$ cat src/rtl/mc_state_seq.sv
// Multi-cycle MIPS state sequencer: walks each instruction through its states,
// owns the imem/dmem ready handshakes, a wait watchdog and a retired-instruction counter.
module mc_state_seq #(
  parameter int TIMEOUT = 16,
  parameter int CNT_W   = 32
) (
  input  logic             clk,
  input  logic             rst_n,
  input  logic [5:0]       opcode,
  input  logic [5:0]       funct,
  input  logic             stall,
  input  logic             imem_rdy,
  input  logic             dmem_rdy,
  output logic [3:0]       state,
  output logic             imem_req,
  output logic             dmem_req,
  output logic             dmem_we,
  output logic             illegal,
  output logic             bus_err,
  output logic [CNT_W-1:0] instr_cnt
);

  localparam int WAIT_W = (TIMEOUT > 1) ? $clog2(TIMEOUT) : 1;

  typedef enum logic [3:0] {
    S_IF     = 4'b0000,
    S_ID     = 4'b0001,
    S_MA     = 4'b0010,
    S_MR     = 4'b0011,
    S_MEMWB  = 4'b0100,
    S_MW     = 4'b0101,
    S_EXE    = 4'b0110,
    S_WB     = 4'b0111,
    S_BRANCH = 4'b1000,
    S_JUMP   = 4'b1001,
    S_IFW    = 4'b1010
  } state_t;

  state_t             state_q, state_d;
  logic [WAIT_W-1:0]  wait_q, wait_d;
  logic [CNT_W-1:0]   cnt_q, cnt_d;
  logic               illegal_q, illegal_d;
  logic               bus_err_q, bus_err_d;
  logic               timeout;
  logic               retire;
  state_t             decode_st;
  logic               decode_ok;

  // ID decode; funct is only meaningful for the SPECIAL (000000) opcode
  always_comb begin
    decode_st = S_IFW;
    decode_ok = 1'b1;
    case (opcode)
      6'b100011, 6'b100000, 6'b101011, 6'b101000: decode_st = S_MA;
      6'b001000, 6'b001001, 6'b001101, 6'b001111: decode_st = S_EXE;
      6'b000100:                                  decode_st = S_BRANCH;
      6'b000010, 6'b000011:                       decode_st = S_JUMP;
      6'b000000: begin
        case (funct)
          6'b100001, 6'b100011, 6'b101010: decode_st = S_EXE;
          6'b001000, 6'b001001:            decode_st = S_JUMP;
          default:                         decode_ok = 1'b0;
        endcase
      end
      default: decode_ok = 1'b0;
    endcase
  end

  always_comb begin
    state_d   = state_q;
    wait_d    = wait_q;
    cnt_d     = cnt_q;
    illegal_d = 1'b0;
    bus_err_d = 1'b0;
    retire    = 1'b0;
    timeout   = (wait_q == WAIT_W'(TIMEOUT - 1));
    if (!stall) begin
      case (state_q)
        S_IFW: begin
          if (imem_rdy) begin
            state_d = S_IF;
          end else if (timeout) begin
            bus_err_d = 1'b1;
          end
        end
        S_IF:  state_d = S_ID;
        S_ID: begin
          state_d   = decode_st;
          illegal_d = ~decode_ok;
        end
        // opcode bit 3 separates stores (sw/sb) from loads (lw/lb)
        S_MA:  state_d = opcode[3] ? S_MW : S_MR;
        S_MR: begin
          if (dmem_rdy) begin
            state_d = S_MEMWB;
          end else if (timeout) begin
            state_d   = S_IFW;
            bus_err_d = 1'b1;
          end
        end
        S_MW: begin
          if (dmem_rdy) begin
            state_d = S_IFW;
            retire  = 1'b1;
          end else if (timeout) begin
            state_d   = S_IFW;
            bus_err_d = 1'b1;
          end
        end
        S_MEMWB, S_WB, S_BRANCH, S_JUMP: begin
          state_d = S_IFW;
          retire  = 1'b1;
        end
        S_EXE:   state_d = S_WB;
        default: state_d = S_IFW;
      endcase

      // a timeout in IFW re-enters IFW, so it restarts the count too
      if ((state_d != state_q) || bus_err_d) begin
        wait_d = '0;
      end else if ((state_q == S_IFW) || (state_q == S_MR) || (state_q == S_MW)) begin
        wait_d = wait_q + WAIT_W'(1);
      end else begin
        wait_d = '0;
      end

      if (retire) begin
        cnt_d = cnt_q + CNT_W'(1);
      end
    end
  end

  always_ff @(posedge clk or negedge rst_n) begin
    if (!rst_n) begin
      state_q   <= S_IFW;
      wait_q    <= '0;
      cnt_q     <= '0;
      illegal_q <= 1'b0;
      bus_err_q <= 1'b0;
    end else begin
      state_q   <= state_d;
      wait_q    <= wait_d;
      cnt_q     <= cnt_d;
      illegal_q <= illegal_d;
      bus_err_q <= bus_err_d;
    end
  end

  assign state     = state_q;
  assign imem_req  = rst_n && (state_q == S_IFW);
  assign dmem_req  = rst_n && ((state_q == S_MR) || (state_q == S_MW));
  assign dmem_we   = (state_q == S_MW);
  assign illegal   = illegal_q;
  assign bus_err   = bus_err_q;
  assign instr_cnt = cnt_q;

endmodule

$ cat config.mk
export PLATFORM = sky130hd
export DESIGN_NAME = mc_state_seq
export DESIGN_NICKNAME = d
export VERILOG_FILES = /design/src/rtl/mc_state_seq.sv
export SDC_FILE = /design/constraint.sdc
export NUM_CORES = 1
export LEC_CHECK = 0
export BUFFER_PORTS_ARGS = -buffer_cell sky130_fd_sc_hd__clkbuf_2
export CORE_MARGIN = 2
export CORE_UTILIZATION = 49
export CTS_CLUSTER_SIZE = 30
export DETAILED_ROUTE_END_ITERATION = 10
export PLACE_DENSITY = 0.85
export SLEW_MARGIN = 20
export SYNTH_ARGS = -nofsm -noshare
export SYNTH_HDL_FRONTEND = slang
export SYNTH_SLANG_ARGS = --single-unit
$ cat constraint.sdc
create_clock -name clk -period 1.7 [get_ports clk]
set_input_delay 0.34 -clock clk [delete_from_list [all_inputs] [get_ports clk]]
set_output_delay 0.34 -clock clk [all_outputs]
set_load 0.05 [all_outputs]
==> reports/qor.yml <==
outcome: "finished with violations"
violations: "negative setup slack"
n_fill_cell: 269
drc: 0
worstPathMaxFanout: 4
hp-class: "in2async"
synth_nets: 280
fin_area_um2: 3950
min_period_ns: 2.04
cts_made_buffers: 5
path_clk_slew_ns: 0.08
dieArea_um2: 5680
clockRootBuffer: "clkbuf_8"
core_um2: 4820
routed_via_density: 5.95
finalClockSkew_ns: 0.0120
drt_iter0_drc: 297
synth-warning-count: 0
vias: 2702
fmax_ghz: 0.491
wl_met3_um: 636
final_common_cell: "buf_4"
synth_edf_count: 0
tightest_slew_ns: 0.534
peakVddDrop_mv: 1.13
die_x_um: 75.4
start_util_pct: 51.8
leakagePower_uw: 0.00200
async_reset_ff_share_pct: 100
boundaryPins: 58
finalWirelength_mm: 8.82
slew_headroom_pct: 64.4
synth_cell_types: 58
yosysTopAreaCell: "dfrtp_1"
antenna_found_initial: 0
power_uw: 4600
wl_met2_mm: 4.50
cp-start-kind: "flip-flop"
rr_worst_depth: 7
r2r_slack_ns: -0.34
critical_path_arrival_ns: 2.26
worstSetupPathType: "reg2reg"
wl_met1_mm: 3.45
drive_gt1_share_pct: 55.8
die_h_um: 75.4
syn_area_um2: 2500
ys.flop_type: "dfrtp_1"
row_count: 25
clk_path_buf_depth: 2
overflow: 0
postLayoutCoreUtil_pct: 82.1
setup_ws_ns: -0.335
ys_ff_latch: 42
grt_use_total_pct: 31.6
dr.pass1.iters: 5
dp_hpwl_mm: 5.09
synth_area_leaders: "dfrtp_1, xor2_1, nor3_1"
num_antenna_cells: 0
setup_viol: 43
syn2layout_area_growth_pct: 58.3
holdBufCountCts: 0
avgSynthCellArea_um2: 9.57
mostFrequentLayoutCells: "buf_4, clkbuf_2, dfrtp_1"
dpl-instance-area_um2: 3400
port_buffers: 57
r2r_start: "state[1]"
cts_sinks: 42
min_period_over_period_pct: 120
ant_nets: 0
htreeDepth: 2
wl_per_cell_um: 19.4
grt_pass1_vias: 2689
power.density_nw_per_um2: 1160
tritoncts: "built"
insertion_delay_ns: 0.30
ys_seq_area_share_pct: 42.2
layout.nets: 405
r2r-end: "wait_q[0]"
required_ns: 1.93
grt_pass1_wl_mm: 13.3
postSynthCellCount: 261
rsz0062_at_grt: "yes"
synth_top_area_share_pct: 40.1
endpoint_kind: "flip-flop"
hold_viol_final: 0
gp_congestion: 0.896
slew_viol_final: 0
dr.max_layer_used: "met4"
maxCapViolations: 0
grt_start_max_net_pins: 43
metrics by stage:
step / hold slack [ns] / setup WS (ns) / std cells / setup TNS, ns
finish: 0.158 / -0.335 / 454 / -9.10
global placement: 0.456 / -0.267 / 427 / -2.52
global route: 0.201 / -0.377 / 454 / -11.41
detailed placement: 0.479 / -0.318 / 427 / -4.36
floorplan: 0.0444 / -0.217 / 261 / -5.09
CTS: 0.182 / -0.268 / 450 / -4.44
worst max-delay path by stage:
| stage | cells past startpoint | start | end | slack, ns |
|---|---|---|---|---|
| 5_1_grt | 7 | state[1] | wait_q[2] | -0.38 |
| 3_3_place_gp | 8 | funct[2] | wait_q[3] | -0.27 |
| 6_report | 7 | state[1] | wait_q[0] | -0.34 |
| 4_1_cts | 4 | state[1] | dmem_req | -0.27 |
| 2_1_floorplan | 7 | state[1] | wait_q[2] | -0.22 |
| 3_5_place_dp | 8 | funct[2] | wait_q[1] | -0.32 |
synth_stat cells (all sizes together), types with 5 or more instances:
| cell | count |
|---|---|
| nand3 | 13 |
| dfrtp | 40 |
| inv | 13 |
| nor2 | 14 |
| and3 | 5 |
| nor4 | 6 |
| nand4 | 5 |
| nor3 | 19 |
| o21ai | 12 |
| nor3b | 7 |
| nand2 | 18 |
| nor2b | 9 |
| xnor2 | 9 |
| a21oi | 8 |
| clkbuf | 6 |
| xor2 | 25 |
repair_timing:
action,4_1_cts,5_1_grt
setup endpoints to repair,38,46
resized for setup,43,16
cloned,0,0
pin swaps,11,8
buffers inserted,15,4
flip-flops by register name, summed over array words and instances, names as in the netlist:
| signal | count |
|---|---|
| instr_cnt | 32 |
| state | 4 |
| wait_q | 4 |
| bus_err | 1 |
| illegal | 1 |
cell families after synthesis:
kind of cell | synth area share (%)
and+or+nand+nor | 28.0
DFF | 42.2
AOI/OAI and AO/OA | 10.6
xor gates and xnor gates | 11.9
muxes | 1.30
buffers and inverters | 4.96
adders and majority gates | 1.00
power breakdown:
group	internal (uW)	switching, uW
combinational	1080	1350
clock	479	348
sequential	1150	187
total	2710	1890
critical path, stage by stage, from the launching register on:
cell and delay, ns:
dfstp_2 0.41, buf_4 0.16, nor4b_4 0.38, nand4_1 0.28, o311ai_4 0.20, xnor2_2 0.20
nand3_2 0.17, o21ai_1 0.16
area by class of cell:
type | instances | area, um2 | area share (%)
Clock buffer | 7 | 86.3 | 2.18
Clock inverter | 1 | 30.0 | 0.760
Inverter | 13 | 48.8 | 1.23
Multi-Input combinational cell | 195 | 1650 | 41.8
Sequential cell | 42 | 1070 | 27.2
Tap cell | 67 | 83.8 | 2.12
Timing Repair Buffer | 129 | 977 | 24.7
layer usage:
metal | vias up | global-route usage (%)
met3 | 28 | 7.14
met4 | 0 | 11.9
li1 | 1172 | -
met5 | - | 0
met1 | 1328 | 39.1
met2 | 174 | 54.1
Power figures use the tool's default switching activity.
